$ cat config.mk
export PLATFORM = sky130hd
export DESIGN_NAME = speed_test_readout_seq
export DESIGN_NICKNAME = d
export VERILOG_FILES = /design/src/rtl/speed_test_pkg.sv /design/src/rtl/speed_test_cnt_check.sv /design/src/rtl/speed_test_readout_seq.sv
export SDC_FILE = /design/constraint.sdc
export NUM_CORES = 1
export LEC_CHECK = 0
export CAP_MARGIN = 20
export CORE_MARGIN = 2
export CORE_UTILIZATION = 58
export DETAILED_ROUTE_END_ITERATION = 10
export HOLD_SLACK_MARGIN = 0.05
export MAX_ROUTING_LAYER = met4
export PLACE_DENSITY = 0.91
export SLEW_MARGIN = 20
export SYNTH_ARGS = -nofsm -noshare
export SYNTH_HDL_FRONTEND = slang
export SYNTH_SLANG_ARGS = --single-unit
$ cat constraint.sdc
create_clock -name clk -period 4.3 [get_ports clk]
set_input_delay 0.43 -clock clk [delete_from_list [all_inputs] [get_ports clk]]
set_output_delay 0.43 -clock clk [all_outputs]
set_load 0.02 [all_outputs]
$ cat src/rtl/speed_test_pkg.sv
// Shared types and constants for the ring-oscillator speed-test readout controller.
package speed_test_pkg;

    localparam int CNT_W = 24;

    typedef enum logic [3:0] {
        ST_IDLE    = 4'd0,
        ST_RST     = 4'd1,
        ST_ARM     = 4'd2,
        ST_TRIG    = 4'd3,
        ST_SETTLE  = 4'd4,
        ST_RINGOFF = 4'd5,
        ST_READ    = 4'd6,
        ST_CHECK   = 4'd7,
        ST_FINISH  = 4'd8
    } state_e;

    localparam logic [2:0] SEL_STATUS   = 3'b111;
    localparam int         READ_BEATS   = 6;
    localparam int         ERR_TIMEOUT  = 0;
    localparam int         ERR_OVERFLOW = 1;
    localparam int         ERR_MISMATCH = 2;

    // Byte-select code for read beat idx; beats 0..2 are ring 0, 3..5 ring 1.
    function automatic logic [2:0] sel_for_idx(input logic [2:0] idx);
        logic [2:0] sel;
        case (idx)
            3'd0:    sel = 3'b000;
            3'd1:    sel = 3'b001;
            3'd2:    sel = 3'b010;
            3'd3:    sel = 3'b100;
            3'd4:    sel = 3'b101;
            3'd5:    sel = 3'b110;
            default: sel = SEL_STATUS;
        endcase
        return sel;
    endfunction

endpackage

$ cat src/rtl/speed_test_cnt_check.sv
// Combinational result checks: overflow (MSB cleared) and |count0-count1| above a limit.
module speed_test_cnt_check
    import speed_test_pkg::*;
#(
    parameter int MAX_DIFF = 3
) (
    input  logic [CNT_W-1:0] count0,
    input  logic [CNT_W-1:0] count1,
    output logic             overflow,
    output logic             mismatch
);

    localparam logic [CNT_W-1:0] MAX_DIFF_V = CNT_W'(MAX_DIFF);

    logic [CNT_W-1:0] diff_s;

    // Compare first so the subtraction never wraps.
    always_comb begin
        if (count0 >= count1) begin
            diff_s = count0 - count1;
        end else begin
            diff_s = count1 - count0;
        end
        overflow = ~count0[CNT_W-1] | ~count1[CNT_W-1];
        mismatch = (diff_s > MAX_DIFF_V);
    end

endmodule

$ cat src/rtl/speed_test_readout_seq.sv
// Sequencer for the speed-test macro: reset, arm, trigger, wait for fired, read both counters.
module speed_test_readout_seq
    import speed_test_pkg::*;
#(
    parameter int TRIG_CYCLES   = 2,
    parameter int SETTLE_CYCLES = 3,
    parameter int TIMEOUT       = 15,
    parameter int MAX_DIFF      = 3
) (
    input  logic             clk,
    input  logic             nrst,
    input  logic             start,
    input  logic [7:0]       meas_out,
    output logic             ctl_nrst,
    output logic             ctl_trig,
    output logic [2:0]       ctl_sel,
    output logic [1:0]       ctl_ring_en,
    output logic [CNT_W-1:0] count0,
    output logic [CNT_W-1:0] count1,
    output logic             busy,
    output logic             done,
    output logic [2:0]       err
);

    localparam logic [4:0] TRIG_LAST = 5'(TRIG_CYCLES - 1);
    localparam logic [4:0] SETTLE_N  = 5'(SETTLE_CYCLES);
    localparam logic [4:0] WAIT_LAST = 5'(SETTLE_CYCLES + TIMEOUT - 1);
    localparam logic [4:0] READ_LAST = 5'(2 * READ_BEATS - 1);

    state_e           state_q, state_d;
    logic [4:0]       cnt_q, cnt_d;
    logic             ctl_nrst_q, ctl_nrst_d;
    logic             ctl_trig_q, ctl_trig_d;
    logic [2:0]       ctl_sel_q, ctl_sel_d;
    logic [1:0]       ring_en_q, ring_en_d;
    logic [CNT_W-1:0] count0_q, count0_d;
    logic [CNT_W-1:0] count1_q, count1_d;
    logic             busy_q, busy_d;
    logic             done_q, done_d;
    logic [2:0]       err_q, err_d;
    logic             overflow_s, mismatch_s;

    speed_test_cnt_check #(.MAX_DIFF(MAX_DIFF)) u_check (
        .count0   (count0_q),
        .count1   (count1_q),
        .overflow (overflow_s),
        .mismatch (mismatch_s)
    );

    // Next-state and registered-output values; outputs take the value of the state being entered.
    always_comb begin
        state_d    = state_q;
        cnt_d      = cnt_q;
        ctl_nrst_d = ctl_nrst_q;
        ctl_trig_d = ctl_trig_q;
        ctl_sel_d  = ctl_sel_q;
        ring_en_d  = ring_en_q;
        count0_d   = count0_q;
        count1_d   = count1_q;
        busy_d     = busy_q;
        done_d     = 1'b0;
        err_d      = err_q;
        case (state_q)
            ST_IDLE: begin
                if (start) begin
                    state_d    = ST_RST;
                    cnt_d      = 5'd0;
                    busy_d     = 1'b1;
                    err_d      = 3'b000;
                    ctl_nrst_d = 1'b0;
                end else begin
                    state_d = ST_IDLE;
                end
            end
            ST_RST: begin
                state_d    = ST_ARM;
                cnt_d      = 5'd0;
                ctl_nrst_d = 1'b1;
                ctl_sel_d  = SEL_STATUS;
                ring_en_d  = 2'b11;
            end
            ST_ARM: begin
                if (cnt_q == 5'd0) begin
                    cnt_d = 5'd1;
                end else if (meas_out[6]) begin
                    // Fired before any trigger: the macro state cannot be trusted.
                    err_d[ERR_TIMEOUT] = 1'b1;
                    state_d   = ST_FINISH;
                    done_d    = 1'b1;
                    busy_d    = 1'b0;
                    ring_en_d = 2'b00;
                    ctl_sel_d = SEL_STATUS;
                end else begin
                    state_d    = ST_TRIG;
                    cnt_d      = 5'd0;
                    ctl_trig_d = 1'b1;
                end
            end
            ST_TRIG: begin
                if (cnt_q == TRIG_LAST) begin
                    state_d    = ST_SETTLE;
                    cnt_d      = 5'd0;
                    ctl_trig_d = 1'b0;
                end else begin
                    cnt_d = cnt_q + 5'd1;
                end
            end
            ST_SETTLE: begin
                if (cnt_q < SETTLE_N) begin
                    cnt_d = cnt_q + 5'd1;
                end else if (meas_out[6]) begin
                    state_d   = ST_RINGOFF;
                    cnt_d     = 5'd0;
                    ring_en_d = 2'b00;
                end else if (cnt_q == WAIT_LAST) begin
                    err_d[ERR_TIMEOUT] = 1'b1;
                    state_d   = ST_FINISH;
                    done_d    = 1'b1;
                    busy_d    = 1'b0;
                    ring_en_d = 2'b00;
                    ctl_sel_d = SEL_STATUS;
                end else begin
                    cnt_d = cnt_q + 5'd1;
                end
            end
            ST_RINGOFF: begin
                state_d   = ST_READ;
                cnt_d     = 5'd0;
                ctl_sel_d = sel_for_idx(3'd0);
            end
            ST_READ: begin
                // cnt_q[0] is the beat phase (0: select driven, 1: capture), cnt_q[3:1] the beat.
                if (!cnt_q[0]) begin
                    cnt_d = cnt_q + 5'd1;
                end else begin
                    case (cnt_q[3:1])
                        3'd0:    count0_d[7:0]   = meas_out;
                        3'd1:    count0_d[15:8]  = meas_out;
                        3'd2:    count0_d[23:16] = meas_out;
                        3'd3:    count1_d[7:0]   = meas_out;
                        3'd4:    count1_d[15:8]  = meas_out;
                        3'd5:    count1_d[23:16] = meas_out;
                        default: count0_d        = count0_q;
                    endcase
                    if (cnt_q == READ_LAST) begin
                        state_d = ST_CHECK;
                        cnt_d   = 5'd0;
                    end else begin
                        cnt_d     = cnt_q + 5'd1;
                        ctl_sel_d = sel_for_idx(cnt_q[3:1] + 3'd1);
                    end
                end
            end
            ST_CHECK: begin
                err_d[ERR_OVERFLOW] = overflow_s;
                err_d[ERR_MISMATCH] = mismatch_s;
                state_d   = ST_FINISH;
                done_d    = 1'b1;
                busy_d    = 1'b0;
                ring_en_d = 2'b00;
                ctl_sel_d = SEL_STATUS;
            end
            ST_FINISH: begin
                state_d = ST_IDLE;
            end
            default: begin
                state_d = ST_IDLE;
            end
        endcase
    end

    // State and output registers.
    always_ff @(posedge clk or negedge nrst) begin
        if (!nrst) begin
            state_q    <= ST_IDLE;
            cnt_q      <= 5'd0;
            ctl_nrst_q <= 1'b0;
            ctl_trig_q <= 1'b0;
            ctl_sel_q  <= 3'b000;
            ring_en_q  <= 2'b00;
            count0_q   <= '0;
            count1_q   <= '0;
            busy_q     <= 1'b0;
            done_q     <= 1'b0;
            err_q      <= 3'b000;
        end else begin
            state_q    <= state_d;
            cnt_q      <= cnt_d;
            ctl_nrst_q <= ctl_nrst_d;
            ctl_trig_q <= ctl_trig_d;
            ctl_sel_q  <= ctl_sel_d;
            ring_en_q  <= ring_en_d;
            count0_q   <= count0_d;
            count1_q   <= count1_d;
            busy_q     <= busy_d;
            done_q     <= done_d;
            err_q      <= err_d;
        end
    end

    assign ctl_nrst    = ctl_nrst_q;
    assign ctl_trig    = ctl_trig_q;
    assign ctl_sel     = ctl_sel_q;
    assign ctl_ring_en = ring_en_q;
    assign count0      = count0_q;
    assign count1      = count1_q;
    assign busy        = busy_q;
    assign done        = done_q;
    assign err         = err_q;

endmodule

# Yosys cells after proc, flatten, opt, wreduce, memory -nomap -nowiden

Index checks and enable logic that the tools add are counted.

Add/sub/neg operators: 4
Magnitude comparators: 3
Equal/unequal tests: 34
Multiplexer cells: 63
Bitwise operators: 3
Reductions and logical operators: 29

Operators with widths:

| operator            | number |
|---|---|
| $sub 24x24->24      | 2 |
| $mux 5              | 9 |
| $mux 4              | 8 |
| $pmux 4 s8          | 1 |
| $pmux 5 s6          | 1 |
| $ge 24x24->1        | 1 |
| $gt 24x2->1 const B | 1 |
| $mux 24             | 1 |
| $mux 3              | 8 |
| $ne 2x2->1 const B  | 11 |
| $mux 1              | 21 |
| $pmux 3 s6          | 1 |
| $reduce_and 3->1    | 6 |
| $eq 4x3->1 const B  | 4 |
| $pmux 3 s5          | 1 |
| $reduce_and 7->1    | 2 |
| $eq 3x2->1 const B  | 4 |
| $eq 3x3->1 const B  | 4 |
| $mux 2              | 5 |
| $eq 4x2->1 const B  | 2 |
| $pmux 2 s4          | 1 |
| $reduce_and 4->1    | 2 |
| $reduce_and 8->1    | 1 |
| $reduce_bool 4->1   | 2 |
| 27 further kinds    | 37 |

Register bits after elaboration: 69
Input port bits: 11
Output and inout port bits: 60
Word-level logic and storage cells: 152

# Longest topological paths before layout

Gate-level depths: netlist of run 1.

Depth after elaboration: 6
Depth in mapped cells: 16
Depth with buffers taken out: 14

# Modules after synthesis

Synthesis of run 1 repeated with hierarchy kept, for this count alone.

Cells, all modules: 707
Area, all modules: 6228.5 um^2

By module, submodules not included:

| module                 | times used | cells each | area each (um^2) | seq. area each (um^2) |
|---|---|---|---|---|
| speed_test_readout_seq | 1          | 273        | 3238.1           | 1701.6 |
| speed_test_cnt_check   | 1          | 434        | 2990.4           | 0.0 |

# Worst setup path after synthesis of run 1

OpenSTA, ideal clock, no wires.

Path kind: register to register
Start point: reg count0_q[0] (netlist: count0[0])
End point: reg err_q[2] (netlist: err[2])
Data arrival time: 3.369 ns
Slack: 0.797 ns
Stages on the path, launching flop included: 16
Buffers on the path: 1
Path through: dfrtp_1 -> inv_1 -> ha_1 -> inv_1 -> fa_1 -> a211oi_1 -> o31a_1 -> o311ai_4 -> a211oi_1 -> buf_2 -> nor4_1 -> a2111oi_0 -> o2111ai_1 -> nor4_1 -> nor4b_2 -> a32oi_1

Longest elaborated chain between the ends: 4
Elaborated cells between the ends (all ways): 6
Classes of those cells: add/sub: 2; order compare: 2; mux: 2

Ends and longest elaborated chain:

| what                                         | line                          | text |
|---|---|---|
| from (decl)                                  | speed_test_readout_seq.sv:36  | `logic [CNT_W-1:0] count0_q, count0_d;` |
| from (signal assigned)                       | speed_test_readout_seq.sv:193 | `count0_q <= count0_d;` |
| $sub 24x24->24, or another cell as far along | speed_test_cnt_check.sv:22    | `diff_s = count1 - count0;` |
| $mux 24 *                                    | speed_test_cnt_check.sv:19    | `if (count0 >= count1) begin` |
| $gt 24x2->1 *                                | speed_test_cnt_check.sv:25    | `mismatch = (diff_s > MAX_DIFF_V);` |
| $pmux 2 s2 *                                 | speed_test_readout_seq.sv:63  | `case (state_q)` |
| to (signal assigned)                         | speed_test_readout_seq.sv:197 | `err_q <= err_d;` |
| to (decl)                                    | speed_test_readout_seq.sv:40  | `logic [2:0] err_q, err_d;` |

Every way passes the cells marked *; elsewhere a longest branch is shown, timed or not.
A chain may end at the register's enable or synchronous reset.

# Worst setup path in the final report of run 1

Start point: reg count0_q[6] (netlist: count0[6])
End point: reg err_q[2] (netlist: err[2])

Same word-level chain as after synthesis.

==> results of run 1 <==
==> state kept, by name, indices dropped and copies added, names as in the netlist <==
signal,count
ctl_ring_en,1
err,3
state_q,4
cnt_q,5
ctl_sel,3
count1,24
done,1
ctl_nrst,1
busy,1
ctl_trig,1
count0,24
==> kinds of logic after synthesis <==
kind of cell	Yosys count	synth area share [%]
compound gates	232	24.7
simple gates	230	19.4
buf+inv	95	6.23
flops	68	28.0
fa+ha+maj	56	11.8
mux	45	8.31
xor+xnor	10	1.44
==> what timing repair did <==
item	4_1_cts	5_1_grt
resized for setup	0	1
setup endpoints to repair	0	1
setup buffers	0	0
==> routing by layer <==
layer	vias to the layer above	global-route usage (%)
met4	0	13.7
met5	-	-
met3	56	6.13
met2	374	55.5
met1	2928	53.1
li1	2770	-
==> area by class of cell <==
class | count | share of cell area (%)
multi-input cells | 573 | 56.5
flip-flops and latches | 68 | 24.0
repair buffers | 82 | 11.1
inverters | 63 | 3.33
well taps | 136 | 2.40
clock buffers | 12 | 2.19
clock inverters | 2 | 0.494
==> final timing paths <==
| kind | startpoint | endpoint | slack [ps] | depth (start not counted) |
|---|---|---|---|---|
| min in group clk | ctl_nrst | ctl_nrst | 510 | 2 |
| hold / removal | nrst | count0[0] | 140 | 1 |
| max in group asynchronous | nrst | count1[19] | 3190 | 2 |
| setup / recovery | count0[6] | err[2] | 340 | 13 |
| hold reg to reg | ctl_nrst | ctl_nrst | 510 | 2 |
| setup reg to reg | count0[6] | err[2] | 340 | 13 |
==> power by group <==
group          switching (mW)  total, mW  internal (mW)
Clock                   0.247      0.540          0.293
Sequential              0.211      0.999          0.788
Combinational            1.58       2.60           1.03
Total                    2.04       4.14           2.11
==> per-stage QoR <==
stage                     cell area (µm²)  setup WS (ps)  total power, mW  hold slack (ps)  std cells
after floorplan                      6070            797             2.66              134        736
after global placement               6890            474             3.48              479        922
after detailed placement             6890            292             3.51              491        922
after CTS                            7080            275             4.06              157        936
after global routing                 7090           47.2             4.38              206        936
final                                7090            338             4.14              143        936
==> cells in the final DEF (no fill, tap or decap), types with 3 or more instances in the layout <==
| cell | Yosys | layout |
|---|---|---|
| a2111oi_0 | 7 | 7 |
| a211oi_1 | 13 | 13 |
| a21boi_0 | 4 | 4 |
| a21o_1 | 13 | 13 |
| a21oi_1 | 61 | 61 |
| a221oi_1 | 3 | 3 |
| a31oi_1 | 6 | 6 |
| and2_1 | 9 | 9 |
| and3_1 | 8 | 8 |
| and4_1 | 3 | 3 |
| buf_4 | 1 | 12 |
| clkbuf_8 | 0 | 11 |
| clkdlybuf4s50_1 | 0 | 69 |
| dfrtp_1 | 68 | 68 |
| ha_1 | 54 | 54 |
| inv_1 | 63 | 63 |
| mux2_2 | 43 | 43 |
| nand2_1 | 56 | 56 |
| nand2b_1 | 14 | 14 |
| nand3_1 | 18 | 18 |
| nand4_1 | 9 | 9 |
| nor2_1 | 53 | 53 |
| nor2b_1 | 11 | 11 |
| nor3_1 | 14 | 14 |
| nor3b_1 | 3 | 3 |
| nor4_1 | 6 | 4 |
| o211a_1 | 3 | 3 |
| o211ai_1 | 5 | 5 |
| o21a_1 | 9 | 9 |
| o21ai_0 | 61 | 61 |
| o21bai_1 | 6 | 6 |
| o22ai_1 | 8 | 8 |
| o31a_1 | 3 | 3 |
| o31ai_1 | 6 | 6 |
| or2_2 | 3 | 3 |
| or3_1 | 5 | 5 |
| or4_1 | 5 | 5 |
| xnor2_1 | 8 | 8 |
==> worst max-delay path, cell delays in order, from the launching register on <==
cell	delay [ps]
dfrtp_1	410
inv_1	80
ha_1	530
nand4_1	260
nor4_1	540
a21o_2	250
a211oi_1	60
buf_4	210
or4_4	490
a21o_1	180
o311ai_2	260
nand4_1	160
nor4b_2	290
a32oi_1	120
==> impl_metrics.tcl, run 1 <==
set metrics [dict create \
    ys_types 73 \
    critPathKind "reg2reg" \
    fin_worst_skew_ps 12.6 \
    drt-total-wl_um 20300 \
    critPathArrivalTime_ps 4190 \
    period_minus_slack_ps 3960 \
    numPortBuffers 70 \
    grt-ovfl-total 0 \
    cap_violations 0 \
    multi_input_area_mm2 0.00401 \
    synth_ff_type "dfrtp_1" \
    synth_async_sr_flop_share_pct 100 \
    area_growth_pct 16.9 \
    yosys_warnings 0 \
    cellLeakagePower_nw 3.14 \
    cts_hold_repair.buffers 0 \
    synth_nets 803 \
    start_util_pct 59.3 \
    netlist_area_mm2 0.00607 \
    cts_tree "yes" \
    ys_top_cells_by_count "68 x dfrtp_1, 63 x inv_1, 61 x a21oi_1, 61 x o21ai_0, 56 x nand2_1" \
    first_pass_iters 5 \
    slew_viol_final 0 \
    synth_top_area_share_pct 28.0 \
    diodes 0 \
    crit_fanout 12 \
    max-clock-path-buffers 2 \
    viasPerCell 6.55 \
    crit_required_ps 4530 \
    root_buffer "clkbuf_8" \
    drt-initial-drc-count 750 \
    synth_edf_count 0 \
    vias 6128 \
    synth.avg_cell_area_um2 8.24 \
    grt_util_all_layers_pct 37.9 \
    fmax_ghz 0.252 \
    setup.worst_path.start_class "flop" \
    grt_pass1_wl_um 32100 \
    tritoncts.num_buffers 9 \
    maxUsedRoutingLayer "met4" \
    hp-class "in2async" \
    antenna_found_initial 0 \
    post-synth-top-count-cell "dfrtp_1" \
    yosys-top-cells-area "dfrtp_1 28%, ha_1 11%, mux2_2 8.0%" \
    fin_nets 864 \
    seqCellArea_mm2 0.00170 \
    coreArea_mm2 0.0102 \
    gp_congestion 1.03 \
    fillers 788 \
    layout_worst_path_cycle_share_pct 92.1 \
    status "finished clean" \
    seq_area_frac_synth_pct 28.0 \
    wl_per_cell_um 21.7 \
    die_x_um 106 \
    clk_pin_slew_worst_paths_ps 80 \
    fin_util_pct 69.3 \
    rows 37 \
    ant_nets 0 \
    dr_wl_met3_um 2030 \
    cts.sinks 68 \
    drt-met1-wl_um 8630 \
    hpwl_um 15800 \
    clock_latency_ps 360 \
    hold_viol_final 0 \
    ir_drop_v 0.000408 \
    wl_met2_um 9040 \
    cts_max_level 3 \
    rsz0062_at_grt "false" \
    setup_tns_ps 0 \
    grt_max_degree 36 \
    endpoint_kind "flop" \
    die_height_um 106 \
    timing.slew.headroom_pct 35.8 \
    io_pins 71 \
    dieArea_mm2 0.0113 \
    setup_viol 0 \
    synth_largest_area_cell "dfrtp_1" \
    p_per_area_mw_per_mm2 584 \
    synth_cells 736 \
    post-route-drc-count 0 \
    tightest_slew_ps 962 \
    drive_above_1_share_pct 10.6 \
    grt_pass1_vias 5840 \
    synth_seq_cells 68 \
]
(Power assumes the default switching activity.)
==> run 2, diff against run 1 <==
- CORE_MARGIN: 2 -> 1
- GPL_TIMING_DRIVEN: not set -> 0
==> run 2 against run 1 <==
Against the previous run:
- count of clock-buffer cells in the layout shrank 2
- critical path depth grew 3
- sequential power shrank 2.5%
- cell count grew 2.0%
- register-to-register slack lost 160 ps
- non-clock buffer count grew 20
- total power grew 4.4%
- core utilization grew 3.7 points
- critical endpoint unchanged
- routed wire length grew 2.4%
- critical path type unchanged
==> impl_metrics.tcl, run 2 (same netlist as run 1, synthesis figures left out) <==
set metrics [dict create \
    setup.worst_path.start_class "flop" \
    layout.cells.non_filler 955 \
    hpwl_um 15900 \
    critical-path-top-delay-family "compound AO/OA/AOI/OAI gates" \
    critPathArrivalTime_ps 4350 \
    final_cell_mix "68 x clkdlybuf4s50_1, 67 x dfrtp_1, 63 x inv_1" \
    fillers 739 \
    die_x_um 104 \
    cts_max_level 3 \
    cp.depth 16 \
    slew_viol_final 0 \
    dieArea_mm2 0.0109 \
    timing.slew.headroom_pct 30.3 \
    multi_input_area_mm2 0.00405 \
    status "finished clean" \
    cp_slowest_stage_delay_ps 510 \
    first_pass_iters 6 \
    critPathKind "reg2reg" \
    fmax_ghz 0.242 \
    antenna_found_initial 0 \
    coreArea_mm2 0.00995 \
    post-route-drc-count 0 \
    io_pins 71 \
    slowest_stage "dfrtp_1" \
    ir_drop_v 0.000414 \
    place_area_mm2 0.00695 \
    grt-ovfl-total 0 \
    layout_worst_path_cycle_share_pct 95.9 \
    hp-class "in2async" \
    final_area_mm2 0.00727 \
    cap_violations 0 \
    hold_viol_final 0 \
    tritoncts.num_buffers 9 \
    numPortBuffers 69 \
    start_util_pct 60.9 \
    tightest_slew_ps 1040 \
    seqCellArea_mm2 0.00170 \
    crit_fanout 10 \
    grt_pass1_wl_um 32900 \
    drive_above_1_share_pct 11.4 \
    p_per_area_mw_per_mm2 595 \
    post_cts_buffers 0 \
    grt_max_degree 53 \
    clk_pin_slew_worst_paths_ps 90 \
    drt-total-wl_um 20800 \
    drt-initial-drc-count 607 \
    endpoint_kind "flop" \
    crit_buf_inv 4 \
    crit_required_ps 4530 \
    wl_per_cell_um 21.8 \
    ant_nets 0 \
    fin_worst_skew_ps 11.0 \
    path_cells "inv_1 -> ha_1 -> inv_1 -> fa_1 -> a211oi_2 -> o31a_1 -> o311ai_4 -> a211oi_2 -> buf_2 -> nor2_4 -> clkbuf_4 -> nor2_1 -> a222oi_1 -> nand4_1 -> nor4b_4 -> a32oi_1" \
    die_height_um 104 \
    max-clock-path-buffers 2 \
    vias 6339 \
    clock_latency_ps 360 \
    cts.sinks 68 \
    worst-r2r-cell-count 16 \
    diodes 0 \
    cts_tree "yes" \
    timing.hold.ws_ps 507 \
    area_growth_pct 19.8 \
    root_buffer "clkbuf_8" \
    setup_viol 0 \
    rows 36 \
    grt_util_all_layers_pct 40.1 \
    fin_nets 884 \
    period_minus_slack_ps 4120 \
    gp_congestion 0.982 \
    dp_cells 939 \
    grt_pass1_vias 6084 \
    rsz0062_at_grt "false" \
    viasPerCell 6.64 \
    final_common_cell "clkdlybuf4s50_1" \
    setup_tns_ps 0 \
    cellLeakagePower_nw 3.21 \
    fin_total_pwr_mw 4.33 \
]
-- run 2: layout make-up --
type	instances	share of cell area, %
tap	133	2.29
timing repair buffer	71	9.98
sequential	68	23.4
multi-input combinational	573	55.7
buffer	31	1.93
clock inverter	6	1.53
clock buffer	10	1.89
inverter	63	3.25
-- run 2: path summary, 6_finish.rpt --
kind / start / end / slack (ps)
max reg2reg: count0[0] / err[2] / 180
min in group clk: ctl_trig / ctl_trig / 510
min reg2reg: ctl_trig / ctl_trig / 510
max: count0[0] / err[2] / 180
max in group asynchronous: nrst / count0[16] / 3230
min: nrst / count1[0] / 510
-- run 2: metrics by stage --
| stage | utilization, % | setup WS [ps] |
|---|---|---|
| 4_1_cts | 72.4 | 16.4 |
| 3_5_place_dp | 69.8 | -79.5 |
| 6_report | 73.0 | 175 |
| 2_1_floorplan | - | 797 |
| 5_1_grt | 73.0 | 37.3 |
| 3_3_place_gp | 69.6 | 20.4 |
-- run 2: routing by layer --
| layer | routed length, µm | part of all wire [%] | global-route usage [%] | vias to the layer above |
|---|---|---|---|---|
| met2 | 9450 | 45 | 60.1 | 407 |
| met3 | 2210 | 11 | 8.46 | 64 |
| met5 | 0 | 0 | - | - |
| li1 | - | - | - | 2822 |
| met4 | 681 | 3.3 | 15.8 | 0 |
| met1 | 8460 | 41 | 53.0 | 3046 |
-- run 2: what timing repair did --
item | CTS | global route
pin swaps | 0 | 1
hold buffers | 1 | 0
setup endpoints to repair | 1 | 1
hold endpoints to repair | 16 | 0
resized for setup | 2 | 12
-- run 2: where the power goes --
part / switching [mW] / internal, mW
clock: 0.270 / 0.401
combinational: 1.66 / 1.03
sequential: 0.186 / 0.788
-- run 2: worst register-to-register path, stage by stage (launching register included) --
cell and delay (ps):
dfrtp_1 510, inv_1 80, ha_1 210, inv_1 80, fa_1 290, a211oi_2 130, o31a_1 350, o311ai_4 340
a211oi_2 150, buf_2 220, nor2_4 180, clkbuf_4 270, nor2_1 70, a222oi_1 450, nand4_1 220, nor4b_4 330
a32oi_1 130
==> run 3, diff against run 2 <==
- CORE_UTILIZATION: 58 -> 30
- PLACE_DENSITY: 0.91 -> 0.57
- REMOVE_ABC_BUFFERS: not set -> 1
==> run 3 against run 2 <==
Against the previous run:
- sequential share of layout area shrank 0.39 points
- combinational power down 7%
- die area up 91%
- sequential power rose by 2.6%
- total power down 2.1%
- count of clock-buffer cells in the layout down 1
- largest power group unchanged
- highest routed layer unchanged
==> impl_metrics.tcl, run 3 (same netlist as run 1, synthesis figures left out) <==
set metrics [dict create \
    max-clock-path-buffers 2 \
    crit_fanout 13 \
    antenna_found_initial 0 \
    ir_drop_v 0.000300 \
    final_area_mm2 0.00738 \
    numPortBuffers 70 \
    gp_congestion 0.912 \
    drt-initial-drc-count 286 \
    setup_tns_ps 0 \
    rows 51 \
    grt_pass1_vias 5395 \
    dieArea_mm2 0.0208 \
    grt_pass1_wl_um 30300 \
    area_growth_pct 21.7 \
    tightest_slew_ps 770 \
    tritoncts.num_buffers 9 \
    viasPerCell 5.45 \
    drive_above_1_share_pct 11.1 \
    dp_cells 1042 \
    vias 5778 \
    pwr-share-clk_pct 17.5 \
    layout.cells.non_filler 1061 \
    hpwl_um 14900 \
    critPathArrivalTime_ps 4360 \
    setup.worst_path.start_class "flop" \
    reg2reg_from "count0[0]" \
    endpoint_kind "flop" \
    pwr-share-seq_pct 23.6 \
    fmax_ghz 0.239 \
    start_util_pct 30.9 \
    p_per_area_mw_per_mm2 573 \
    timing.slew.headroom_pct 48.6 \
    crit_required_ps 4490 \
    fin_worst_skew_ps 9.06 \
    coreArea_mm2 0.0197 \
    io_pins 71 \
    cts_tree "yes" \
    ant_nets 0 \
    post-route-drc-count 0 \
    critPathKind "reg2reg" \
    final_common_cell "clkdlybuf4s50_1" \
    period_minus_slack_ps 4180 \
    rsz0062_at_grt "false" \
    root_buffer "clkbuf_16" \
    final_cell_mix "69 x clkdlybuf4s50_1, 68 x dfrtp_1, 63 x inv_1" \
    p_switching_mw 1.99 \
    clock_latency_ps 340 \
    hold_viol_final 0 \
    cts.sinks 68 \
    layout_worst_path_cycle_share_pct 97.2 \
    wl_per_cell_um 17.9 \
    cts_max_level 3 \
    drt-total-wl_um 19000 \
    place_area_mm2 0.00701 \
    first_pass_iters 5 \
    diodes 0 \
    fillers 2065 \
    slew_viol_final 0 \
    setup_viol 0 \
    hp-class "in2async" \
    status "finished clean" \
    cellLeakagePower_nw 3.18 \
    clk_pin_slew_worst_paths_ps 60 \
    grt-ovfl-total 0 \
    p_int_mw 2.24 \
    grt_max_degree 56 \
    cap_violations 0 \
    die_height_um 144 \
    fin_nets 858 \
    grt_util_all_layers_pct 19.7 \
    power.share.combinational_pct 58.9 \
    die_x_um 144 \
    p_sw_share_pct 47.0 \
    startpoint "count0[0]" \
]
run 3: changes by cell type in the layout (fill, tap and decap cells not counted), moves of 2 or more:
cell,before,now
clkbuf_8,10,0
buf_4,2,4
nor4_2,1,3
bufinv_16,3,1
clkbuf_16,0,9
buf_2,7,1
clkbuf_1,21,0
run 3: power groups by stage:
stage | clock [mW] | sequential, mW | combinational [mW]
6_report | 0.743 | 0.999 | 2.49
5_1_grt | 0.798 | 1.03 | 2.73
4_1_cts | 0.763 | 0.999 | 2.43
3_5_place_dp | 0 | 1.01 | 2.41
3_3_place_gp | 0 | 1.00 | 2.42
2_1_floorplan | 0 | 1.10 | 1.51
run 3: path summary, 6_finish.rpt:
path | depth (start not counted) | endpoint | slack [ps]
setup reg to reg | 15 | err[2] | 120
setup / recovery | 15 | err[2] | 120
hold reg to reg | 1 | ctl_trig | 500
min in group clk | 1 | ctl_trig | 500
hold / removal | 2 | count0[2] | 490
max in group asynchronous | 3 | count0[17] | 3270
run 3: final cells by class:
class	instances	area, µm²	area share [%]
Multi-Input combinational cell	573	4050	54.8
Sequential cell	68	1700	23.0
Timing Repair Buffer	76	763	10.3
Tap cell	265	332	4.49
Inverter	63	236	3.20
Clock buffer	9	225	3.05
Clock inverter	7	76.3	1.03
run 3: timing repair:
item | CTS | global route
hold buffers | 1 | 0
endpoints found under the setup margin | 1 | 1
setup buffers | 0 | 2
resized for setup | 2 | 7
pin swaps | 0 | 4
endpoints found under the hold margin | 13 | 0
run 3: routing by layer:
layer,wire [µm],global-route usage (%)
met5,0,-
met2,8850,31.0
met4,606,7.15
met1,8750,26.2
met3,800,2.02
run 3: critical path, cell delays in order, from the launching register on:
cell and delay (ps):
dfrtp_1 430, inv_1 80, ha_1 170, inv_1 60, fa_1 460, a211oi_2 350, o31a_1 270, o311ai_4 140
a211oi_2 310, buf_4 240, nor2_4 110, a2111oi_2 410, o2111ai_1 200, nor4_2 360, nor4b_4 280, a32oi_1 150
run 3: metrics by stage:
| step | utilization (%) | hold WS, ps | total power [mW] | worst slack (ps) |
|---|---|---|---|---|
| 6_report | 37.6 | 490 | 4.23 | 120 |
| 5_1_grt | 37.6 | 508 | 4.56 | 19.7 |
| 4_1_cts | 37.3 | 480 | 4.19 | 28.5 |
| 3_5_place_dp | 35.7 | 302 | 3.42 | -69.9 |
| 3_3_place_gp | 35.4 | 487 | 3.42 | -1000 |
| 2_1_floorplan | - | 134 | 2.62 | 337 |
